$ cat src/rtl/uart_pkg.sv
`default_nettype none
// ============================================================================
// Module  : uart_pkg
// Brief   : Shared constants, FSM encoding and divisor helper for uart_rx_gen
// Revision: 1.0  initial release
// ============================================================================
package uart_pkg;

    localparam int PAR_NONE = 0;
    localparam int PAR_ODD  = 1;
    localparam int PAR_EVEN = 2;

    typedef enum logic [2:0] {
        ST_IDLE   = 3'd0,
        ST_START  = 3'd1,
        ST_DATA   = 3'd2,
        ST_PARITY = 3'd3,
        ST_STOP   = 3'd4
    } state_t;

    // Nearest-integer clock divisor that yields one oversample tick.
    function automatic int div_round(input int clk_hz, input int baud, input int oversample);
        int den;
        den = baud * oversample;
        return (clk_hz + den / 2) / den;
    endfunction

endpackage
`default_nettype wire

$ cat src/rtl/uart_rx_gen_if.sv
`default_nettype none
// ============================================================================
// Module  : uart_rx_gen_if
// Brief   : Received-word handshake bundle between the UART receiver and its consumer
// Revision: 1.0  initial release
// ============================================================================
interface uart_rx_gen_if #(
    parameter int DATA_BITS = 8
);
    logic [DATA_BITS-1:0] rx_data;
    logic                 rx_valid;
    logic                 rx_ready;
    logic                 parity_err;
    logic                 frame_err;
    logic                 overrun_err;

    modport master (
        output rx_data, rx_valid, parity_err, frame_err, overrun_err,
        input  rx_ready
    );

    modport slave (
        input  rx_data, rx_valid, parity_err, frame_err, overrun_err,
        output rx_ready
    );
endinterface
`default_nettype wire

$ cat src/rtl/uart_baud_tick.sv
`default_nettype none
// ============================================================================
// Module  : uart_baud_tick
// Brief   : Free-running oversample tick divider, re-phased by restart
// Revision: 1.0  initial release
// ============================================================================
module uart_baud_tick #(
    parameter int DIV = 651
) (
    input  wire logic clk,
    input  wire logic rst,
    input  wire logic restart,
    output logic      tick
);
    localparam int              c_CW   = (DIV > 1) ? $clog2(DIV) : 1;
    localparam logic [c_CW-1:0] c_LAST = c_CW'(DIV - 1);

    logic [c_CW-1:0] r_cnt;

    always_ff @(posedge clk) begin
        if (rst || restart) begin
            r_cnt <= '0;
        end else if (r_cnt == c_LAST) begin
            r_cnt <= '0;
        end else begin
            r_cnt <= r_cnt + 1'b1;
        end
    end

    assign tick = (r_cnt == c_LAST) && !restart;
endmodule
`default_nettype wire

$ cat src/rtl/uart_rx_gen.sv
`default_nettype none
// ============================================================================
// Module  : uart_rx_gen
// Brief   : Oversampling UART receiver with majority vote and valid/ready output
// Revision: 1.0  initial release
// ============================================================================
module uart_rx_gen
    import uart_pkg::*;
#(
    parameter int CLK_HZ     = 100000000,
    parameter int BAUD       = 9600,
    parameter int OVERSAMPLE = 16,
    parameter int DATA_BITS  = 8,
    parameter int PARITY     = 0,
    parameter int STOP_BITS  = 1
) (
    input  wire logic     clk,
    input  wire logic     rst,
    input  wire logic     rxd_in,
    uart_rx_gen_if.master rx
);
    localparam int              c_DIV       = div_round(CLK_HZ, BAUD, OVERSAMPLE);
    localparam int              c_TW        = $clog2(OVERSAMPLE);
    localparam logic [c_TW-1:0] c_T_S0      = c_TW'(OVERSAMPLE / 2 - 1);
    localparam logic [c_TW-1:0] c_T_S1      = c_TW'(OVERSAMPLE / 2);
    localparam logic [c_TW-1:0] c_T_VOTE    = c_TW'(OVERSAMPLE / 2 + 1);
    localparam logic [c_TW-1:0] c_T_END     = c_TW'(OVERSAMPLE - 1);
    localparam logic [3:0]      c_LAST_DATA = 4'(DATA_BITS - 1);
    localparam logic [3:0]      c_LAST_STOP = 4'(STOP_BITS - 1);
    localparam logic            c_ODD       = (PARITY == PAR_ODD);

    generate
        if (c_DIV < 1 || !(OVERSAMPLE == 8 || OVERSAMPLE == 16) ||
            DATA_BITS < 5 || DATA_BITS > 9 || PARITY < PAR_NONE || PARITY > PAR_EVEN ||
            !(STOP_BITS == 1 || STOP_BITS == 2)) begin : g_bad_param
            $error("uart_rx_gen: illegal parameter combination");
        end
    endgenerate

    logic [1:0]           r_sync;
    logic                 r_rxd_prev;
    logic                 w_rxd;
    state_t               r_state;
    state_t               w_state_nxt;
    logic                 w_tick;
    logic                 w_start_det;
    logic                 w_complete;
    logic [c_TW-1:0]      r_tick_cnt;
    logic [3:0]           r_bit_cnt;
    logic                 r_s0;
    logic                 r_s1;
    logic                 w_vote;
    logic                 w_at_vote;
    logic                 w_at_end;
    logic                 w_par_exp;
    logic [DATA_BITS-1:0] r_shift;
    logic                 r_par_err;
    logic                 r_frm_err;
    logic [DATA_BITS-1:0] r_data;
    logic                 r_valid;
    logic                 r_perr;
    logic                 r_ferr;
    logic                 r_overrun;

    assign w_rxd     = r_sync[1];
    assign w_at_vote = w_tick && (r_tick_cnt == c_T_VOTE);
    assign w_at_end  = w_tick && (r_tick_cnt == c_T_END);
    assign w_vote    = (r_s0 & r_s1) | (r_s0 & w_rxd) | (r_s1 & w_rxd);
    assign w_par_exp = (^r_shift) ^ c_ODD;

    always_ff @(posedge clk) begin
        if (rst) begin
            r_sync     <= 2'b11;
            r_rxd_prev <= 1'b1;
        end else begin
            r_sync     <= {r_sync[0], rxd_in};
            r_rxd_prev <= r_sync[1];
        end
    end

    uart_baud_tick #(.DIV(c_DIV)) u_baud (
        .clk     (clk),
        .rst     (rst),
        .restart (w_start_det),
        .tick    (w_tick)
    );

    always_ff @(posedge clk) begin
        if (rst) begin
            r_state <= ST_IDLE;
        end else begin
            r_state <= w_state_nxt;
        end
    end

    // The frame completes on the last stop-bit vote, half a bit early, so a
    // back-to-back start edge is never missed.
    always_comb begin
        w_state_nxt = r_state;
        w_start_det = 1'b0;
        w_complete  = 1'b0;
        case (r_state)
            ST_IDLE: begin
                if (r_rxd_prev && !w_rxd) begin
                    w_state_nxt = ST_START;
                    w_start_det = 1'b1;
                end
            end
            ST_START: begin
                if (w_at_vote && w_vote) begin
                    w_state_nxt = ST_IDLE;
                end else if (w_at_end) begin
                    w_state_nxt = ST_DATA;
                end
            end
            ST_DATA: begin
                if (w_at_end && (r_bit_cnt == c_LAST_DATA)) begin
                    w_state_nxt = (PARITY != PAR_NONE) ? ST_PARITY : ST_STOP;
                end
            end
            ST_PARITY: begin
                if (w_at_end) begin
                    w_state_nxt = ST_STOP;
                end
            end
            ST_STOP: begin
                if (w_at_vote && (r_bit_cnt == c_LAST_STOP)) begin
                    w_state_nxt = ST_IDLE;
                    w_complete  = 1'b1;
                end
            end
            default: w_state_nxt = ST_IDLE;
        endcase
    end

    always_ff @(posedge clk) begin
        if (rst) begin
            r_tick_cnt <= '0;
            r_bit_cnt  <= '0;
            r_s0       <= 1'b1;
            r_s1       <= 1'b1;
            r_shift    <= '0;
            r_par_err  <= 1'b0;
            r_frm_err  <= 1'b0;
        end else if (w_start_det) begin
            r_tick_cnt <= '0;
            r_bit_cnt  <= '0;
            r_par_err  <= 1'b0;
            r_frm_err  <= 1'b0;
        end else if (w_tick) begin
            r_tick_cnt <= (r_tick_cnt == c_T_END) ? '0 : r_tick_cnt + 1'b1;
            if (r_tick_cnt == c_T_S0) begin
                r_s0 <= w_rxd;
            end
            if (r_tick_cnt == c_T_S1) begin
                r_s1 <= w_rxd;
            end
            if (r_tick_cnt == c_T_VOTE) begin
                case (r_state)
                    ST_DATA:   r_shift   <= {w_vote, r_shift[DATA_BITS-1:1]};
                    ST_PARITY: r_par_err <= (w_vote != w_par_exp);
                    ST_STOP:   r_frm_err <= r_frm_err | ~w_vote;
                    default:   ;
                endcase
            end
            if (r_tick_cnt == c_T_END) begin
                if (r_state == ST_DATA && r_bit_cnt == c_LAST_DATA) begin
                    r_bit_cnt <= '0;
                end else if (r_state == ST_DATA || r_state == ST_STOP) begin
                    r_bit_cnt <= r_bit_cnt + 1'b1;
                end
            end
        end
    end

    // The final stop vote is folded in directly; it is not yet in r_frm_err.
    always_ff @(posedge clk) begin
        if (rst) begin
            r_data    <= '0;
            r_valid   <= 1'b0;
            r_perr    <= 1'b0;
            r_ferr    <= 1'b0;
            r_overrun <= 1'b0;
        end else begin
            r_overrun <= 1'b0;
            if (w_complete) begin
                if (!r_valid || rx.rx_ready) begin
                    r_data  <= r_shift;
                    r_perr  <= r_par_err;
                    r_ferr  <= r_frm_err | ~w_vote;
                    r_valid <= 1'b1;
                end else begin
                    r_overrun <= 1'b1;
                end
            end else if (r_valid && rx.rx_ready) begin
                r_valid <= 1'b0;
            end
        end
    end

    assign rx.rx_data     = r_data;
    assign rx.rx_valid    = r_valid;
    assign rx.parity_err  = r_perr;
    assign rx.frame_err   = r_ferr;
    assign rx.overrun_err = r_overrun;
endmodule
`default_nettype wire
$ cat src/flat_wrapper.sv
// flat-port wrapper written by rule: the top's interface ports become plain ports
module uart_rx_gen_flat import uart_pkg::*;
#(
    parameter int CLK_HZ     = 100000000,
    parameter int BAUD       = 9600,
    parameter int OVERSAMPLE = 16,
    parameter int DATA_BITS  = 8,
    parameter int PARITY     = 0,
    parameter int STOP_BITS  = 1
)
  (clk, rst, rxd_in, rx_rx_data, rx_rx_valid, rx_parity_err, rx_frame_err, rx_overrun_err, rx_rx_ready);
  uart_rx_gen_if #(.DATA_BITS(DATA_BITS)) rx_i ();
  input  wire logic clk;
  input  wire logic rst;
  input  wire logic rxd_in;
  output wire logic [$bits(rx_i.rx_data)-1:0] rx_rx_data;
  output wire logic [$bits(rx_i.rx_valid)-1:0] rx_rx_valid;
  output wire logic [$bits(rx_i.parity_err)-1:0] rx_parity_err;
  output wire logic [$bits(rx_i.frame_err)-1:0] rx_frame_err;
  output wire logic [$bits(rx_i.overrun_err)-1:0] rx_overrun_err;
  input wire logic [$bits(rx_i.rx_ready)-1:0] rx_rx_ready;
  assign rx_rx_data = rx_i.rx_data;
  assign rx_rx_valid = rx_i.rx_valid;
  assign rx_parity_err = rx_i.parity_err;
  assign rx_frame_err = rx_i.frame_err;
  assign rx_overrun_err = rx_i.overrun_err;
  assign rx_i.rx_ready = rx_rx_ready;
  uart_rx_gen #(.CLK_HZ(CLK_HZ), .BAUD(BAUD), .OVERSAMPLE(OVERSAMPLE), .DATA_BITS(DATA_BITS), .PARITY(PARITY), .STOP_BITS(STOP_BITS)) u_core (.clk(clk), .rst(rst), .rxd_in(rxd_in), .rx(rx_i));
endmodule
$ cat config.mk
export PLATFORM = sky130hd
export DESIGN_NAME = uart_rx_gen_flat
export DESIGN_NICKNAME = d
export VERILOG_FILES = /design/src/rtl/uart_pkg.sv /design/src/rtl/uart_rx_gen_if.sv /design/src/rtl/uart_baud_tick.sv /design/src/rtl/uart_rx_gen.sv /design/src/flat_wrapper.sv
export SDC_FILE = /design/constraint.sdc
export NUM_CORES = 1
export LEC_CHECK = 0
export BUFFER_PORTS_ARGS = -buffer_cell sky130_fd_sc_hd__buf_2
export CORE_MARGIN = 2
export CORE_UTILIZATION = 50
export CTS_CLUSTER_SIZE = 28
export DETAILED_ROUTE_END_ITERATION = 8
export PLACE_DENSITY = 0.76
export SLEW_MARGIN = 20
export SYNTH_ARGS = -nofsm -noshare
export SYNTH_HDL_FRONTEND = slang
export SYNTH_SLANG_ARGS = --single-unit
$ cat constraint.sdc
create_clock -name clk -period 4.11 [get_ports clk]
set_input_delay 0.411 -clock clk [delete_from_list [all_inputs] [get_ports clk]]
set_output_delay 0.411 -clock clk [all_outputs]
set_load 0.1 [all_outputs]
### Yosys cells after proc, flatten, opt, wreduce, memory -nomap -nowiden

Cells that the tools add are included.

* bits in registers: 48
* latch bits: 0
* bits in writable memories: 0
* ROM bits: 0
* bits of input ports: 4
* output and inout port bits: 12
* word-level logic and storage cells: 95
* memories kept: 0

* $add $sub $neg: 3
* $mul: 0
* div/mod/pow operators: 0
* order comparisons: 0
* equality and inequality tests: 17
* shift operators: 0
* muxes and demuxes: 18
* bitwise gates (word level): 9
* reduce and logical (&&, ||, !) cells: 32

Operators with widths (count)
* $mux 3: 6
* $pmux 3 s5: 1
* $reduce_and 3->1: 5
* $eq 4x4->1 const B: 3
* $mux 4: 3
* $add 10x1->10 const B: 1
* $eq 10x10->1 const B: 1
* $logic_and 1x1->1: 9
* $add 4x1->4 const B: 2
* $eq 4x3->1 const B: 2
* $mux 1: 8
* $ne 2x1->1 const B: 4
* $reduce_xor 8->1: 1
* $eq 3x2->1 const B: 2
* $reduce_or 2->1: 3
* $reduce_and 5->1: 1
* $logic_not 4->1: 1
* $reduce_and 2->1: 2
* $reduce_and 4->1: 1
* $reduce_bool 2->1: 2
* $and 1x1->1: 3
* $eq 3x1->1 const B: 1
* $eq 3x3->1 const B: 1
* $logic_not 1->1: 3
* 7 further kinds: 13

### Longest topological paths before layout

* word-level depth: 12
* mapped depth: 8
* depth with buffers taken out: 7

### Modules after synthesis

A second synthesis with hierarchy kept.

* cells, all modules: 227
* area total of the unflattened synthesis: 2197.1 µm²

By module, submodules not included
* uart_rx_gen: instances 1, cells an instance 176, area each 1702.9 µm², seq. area each 760.7 µm²
* uart_baud_tick: instances 1, cells an instance 51, area each 494.2 µm², seq. area each 200.2 µm²

### Worst setup path before layout

No wires, ideal clock.

* kind: reg2reg
* start point: register u_core.r_valid (netlist: u_core.rx.rx_valid)
* end point: register u_core.r_data[1] (netlist: u_core.rx.rx_data[1])
* library setup time: 128 ps
* data arrival time: 1741 ps
* data required time: 3982 ps
* path slack: 2241 ps
* stages on the path, launching flop included: 6
* path buffers: 1
* period minus slack after synthesis: 1869 ps
* cells stage by stage: dfxtp_1 nand2b_1 and4bb_2 buf_4 mux2i_1 nor2_1

* cells in the longest elaborated chain, start to end: 3

RTL lines
* start: declaration: RTL line uart_rx_gen.sv:60 `logic r_valid;`
* start signal: assignment: RTL line uart_rx_gen.sv:180 `r_valid <= 1'b0;`
* start signal: assignment: RTL line uart_rx_gen.sv:191 `r_valid <= 1'b1;`
* start signal: assignment: RTL line uart_rx_gen.sv:196 `r_valid <= 1'b0;`
* $logic_not 1->1: RTL line uart_rx_gen.sv:187 `if (!r_valid || rx.rx_ready) begin`
* $logic_or 1x1->1: RTL line uart_rx_gen.sv:187
* $reduce_and 2->1 (no line)
* end signal: assignment: RTL line uart_rx_gen.sv:188 `r_data <= r_shift;`
* end: declaration: RTL line uart_rx_gen.sv:59 `logic [DATA_BITS-1:0] r_data;`

Every way passes these cells.
A chain may end at the register's enable or synchronous reset.

### Worst setup path after layout

* start point: register u_core.r_tick_cnt[0]
* end point: register u_core.r_bit_cnt[3]

* cells in the longest elaborated chain, start to end: 2

RTL lines
* start: declaration: RTL line uart_rx_gen.sv:48 `logic [c_TW-1:0] r_tick_cnt;`
* start signal: assignment: RTL line uart_rx_gen.sv:151 `r_tick_cnt <= (r_tick_cnt == c_T_END) ? '0 : r_tick_cnt + 1'b1;`
* $eq 4x4->1: RTL line uart_rx_gen.sv:166 `if (r_tick_cnt == c_T_END) begin`
* $reduce_and 3->1 (no line)
* end signal: assignment: RTL line uart_rx_gen.sv:170 `r_bit_cnt <= r_bit_cnt + 1'b1;`
* end: declaration: RTL line uart_rx_gen.sv:49 `logic [3:0] r_bit_cnt;`

Every way passes these cells.

==> impl_metrics.env <==
export IMPL_ys_warn_count=0
export IMPL_synthAdderAreaFrac_pct=4.09
export IMPL_ir_drop_uv=326
export IMPL_synth_seq_area_share_pct=44.8
export IMPL_drt_total_wl_um=3670
export IMPL_p_switching_uw=179
export IMPL_synthMuxAreaShare_pct=9.34
export IMPL_p_leak_nw=0.966
export IMPL_syn_nets=243
export IMPL_synthTopCellsByArea="dfxtp_1 45%, mux2i_1 9.3%, nor2_1 7.4%, xnor2_1 5.3%, ha_1 4.1%"
export IMPL_dieArea_um2=4830
export IMPL_synth_edf_count=0
export IMPL_yosysMostFrequentCell="dfxtp_1"
export IMPL_grt_max_degree=31
export IMPL_chipHeight_um=69.5
export IMPL_clk_path_buf_depth=2
export IMPL_synth_cell_type_count=40
export IMPL_post_route_util_pct=57.9
export IMPL_drive_above_1_share_pct=12.6
export IMPL_synth_ff_type="dfxtp_1"
export IMPL_numCtsBuffers=5
export IMPL_grt_use_total_pct=15.9
export IMPL_crit_arrival_ps=2320
export IMPL_final_area_um2=2350
export IMPL_die_w_um=69.5
export IMPL_maxSlewViolCount=0
export IMPL_p_sw_share_pct=21.4
export IMPL_instances_no_fill=296
export IMPL_fmax_mhz=480
export IMPL_postCtsSetupBuffers=0
export IMPL_gp_congestion=0.779
export IMPL_dp_hpwl_um=2550
export IMPL_cp_required_ps=4340
export IMPL_first_pass_iters=4
export IMPL_ant_nets=0
export IMPL_yosysTopAreaCellShare_pct=44.8
export IMPL_pwr_share_comb_pct=2.4
export IMPL_period_minus_slack_ps=2080
export IMPL_drc=0
export IMPL_synthToLayoutAreaGrowth_pct=9.63
export IMPL_port_buffers=15
export IMPL_antenna_found_initial=0
export IMPL_cts_tree="built"
export IMPL_final_hold_viol_count=0
export IMPL_cts_hold_buf=0
export IMPL_run_status="completed"
export IMPL_synth_top_family_by_area="simple AND/OR/NAND/NOR gates"
export IMPL_start_util_pct=52.8
export IMPL_skew_ps=10.2
export IMPL_rows=23
export IMPL_worst_slack_ps=2030
export IMPL_synthCells=232
export IMPL_first_global_vias=1406
export IMPL_pwr_share_clk_pct=41.0
export IMPL_yosysTopAreaCell="dfxtp_1"
export IMPL_antenna_cells=0
export IMPL_syn_area_um2=2140
export IMPL_max_slew_worst_pin_slew_ps=519
export IMPL_cts_sinks=48
export IMPL_postCtsResizedCells=0
export IMPL_cellPowerDensity_nw_per_um2=357
export IMPL_relSlewSlack_pct=65.4
export IMPL_critPathCaptureType="register"
export IMPL_dr_first_iter_drc_count=94
export IMPL_p_seq_share_pct=56.6
export IMPL_start_kind="register"
export IMPL_postSynthAreaPerCell_um2=9.24
export IMPL_via_per_inst=5.29
export IMPL_path_clk_slew_ps=90
export IMPL_fin_crit_sh_pct=50.7
export IMPL_synth_common_cells="48 x dfxtp_1, 42 x nor2_1, 20 x mux2i_1"
export IMPL_p_int_uw=659
export IMPL_io_pins=16
export IMPL_synth_compound_area_share_pct=5.95
export IMPL_core_area_um2=4060
export IMPL_vias=1565
export IMPL_worst_path_max_fanout=8
export IMPL_hp_class="input port to register"
export IMPL_overflow=0
export IMPL_ys_ff_latch=48
export IMPL_maxCapViolCount=0
export IMPL_synthXorXnorAreaFrac_pct=8.00
export IMPL_async_reset_ff_share_pct=0
export IMPL_place_ws_ps=2080
export IMPL_cts_root_buf="clkbuf_8"
export IMPL_post_drt_wl_per_cell_um=12.4
export IMPL_setup_viol_count_final=0
export IMPL_fin_setup_tns_ps=0
export IMPL_grt_pass1_wl_um=6320
export IMPL_r2r_slack_ps=2030
export IMPL_rsz0062_at_grt="false"
export IMPL_placedCellCount=288
export IMPL_synthSimpleGateAreaFrac_pct=24.5
export IMPL_clkLatencyLatePin_ps=300
export IMPL_htreeDepth=2
export IMPL_nNetsFinal=256
export IMPL_placed_area_um2=2230
export IMPL_path_class="register to register"
logic make-up after synthesis:
group	Yosys count
buffers and inverters	15
AND/OR/NAND/NOR	102
flip-flops	48
adder cells (fa/ha/maj)	7
multiplexers	20
XOR/XNOR	18
AO/OA/AOI/OAI	22
through the flow:
step           total power, mW  hold slack, ps
6_report                 0.838             295
5_1_grt                  0.868             291
4_1_cts                  0.848             287
3_5_place_dp             0.505             393
3_3_place_gp             0.505             393
2_1_floorplan            0.500             389
state kept, by name, summed over array words and instances (netlist names), 2 cells and up:
name                 cells
u_core.r_bit_cnt         4
u_core.u_baud.r_cnt     10
u_core.rx.rx_data        8
u_core.r_tick_cnt        4
u_core.r_shift           8
u_core.r_sync            2
u_core.r_state           3
per-layer routing:
metal | share of wire (%) | vias up | global-route usage [%] | wire, um
li1 | - | 810 | - | -
met1 | 49 | 723 | 21.4 | 1800
met2 | 46 | 26 | 25.1 | 1690
met3 | 3.2 | 6 | 3.49 | 116
met4 | 1.5 | 0 | 5.88 | 55
met5 | 0 | - | 0 | 0
path summary, 6_finish.rpt:
path | startpoint | endpoint | cells after the start
setup / recovery | u_core.r_tick_cnt[0] | u_core.r_bit_cnt[3] | 6
hold / removal | rxd_in | u_core.r_sync[0] | 2
setup reg to reg | u_core.r_tick_cnt[0] | u_core.r_bit_cnt[3] | 6
hold reg to reg | u_core.r_sync[0] | u_core.r_sync[1] | 1
area by class of cell:
cell class | instances | area (um2)
clock buffer | 5 | 68.8
clock inverter | 3 | 47.5
fill | 341 | 1710
inverter | 6 | 22.5
multi-input combinational | 169 | 1110
sequential | 48 | 961
tap | 50 | 62.6
timing repair buffer | 15 | 75.1
cells in the final DEF (no fill, tap or decap), types with 2 or more instances in the layout:
cell      count
dfxtp_1      48
nor2_1       42
mux2i_1      20
buf_2        15
xnor2_1      13
a21oi_1      11
nand2_1      10
nand3_1       9
ha_1          7
inv_1         6
nor3_1        6
nand2b_1      5
and3_1        5
clkbuf_8      5
or2_2         4
o21ai_0       4
xor2_1        4
nor2b_1       3
or3_1         3
nand4_1       2
nor3b_1       2
a21o_1        2
and4_1        2
clkinv_4      2
critical path: stages (launching register included):
cell     delay [ps]
dfxtp_1         450
ha_1            230
and3_1          200
and4_1          420
nand2_4         100
or4_1           470
a21oi_1         150
power by group through the flow:
stage | registers, mW | clock network [mW] | logic, mW
after detailed placement | 0.485 | 0 | 0.0201
after floorplan | 0.483 | 0 | 0.0169
after CTS | 0.474 | 0.354 | 0.0203
after global placement | 0.485 | 0 | 0.0203
after global routing | 0.475 | 0.371 | 0.0222
final | 0.474 | 0.344 | 0.0201
Power figures use the tool's default switching activity.
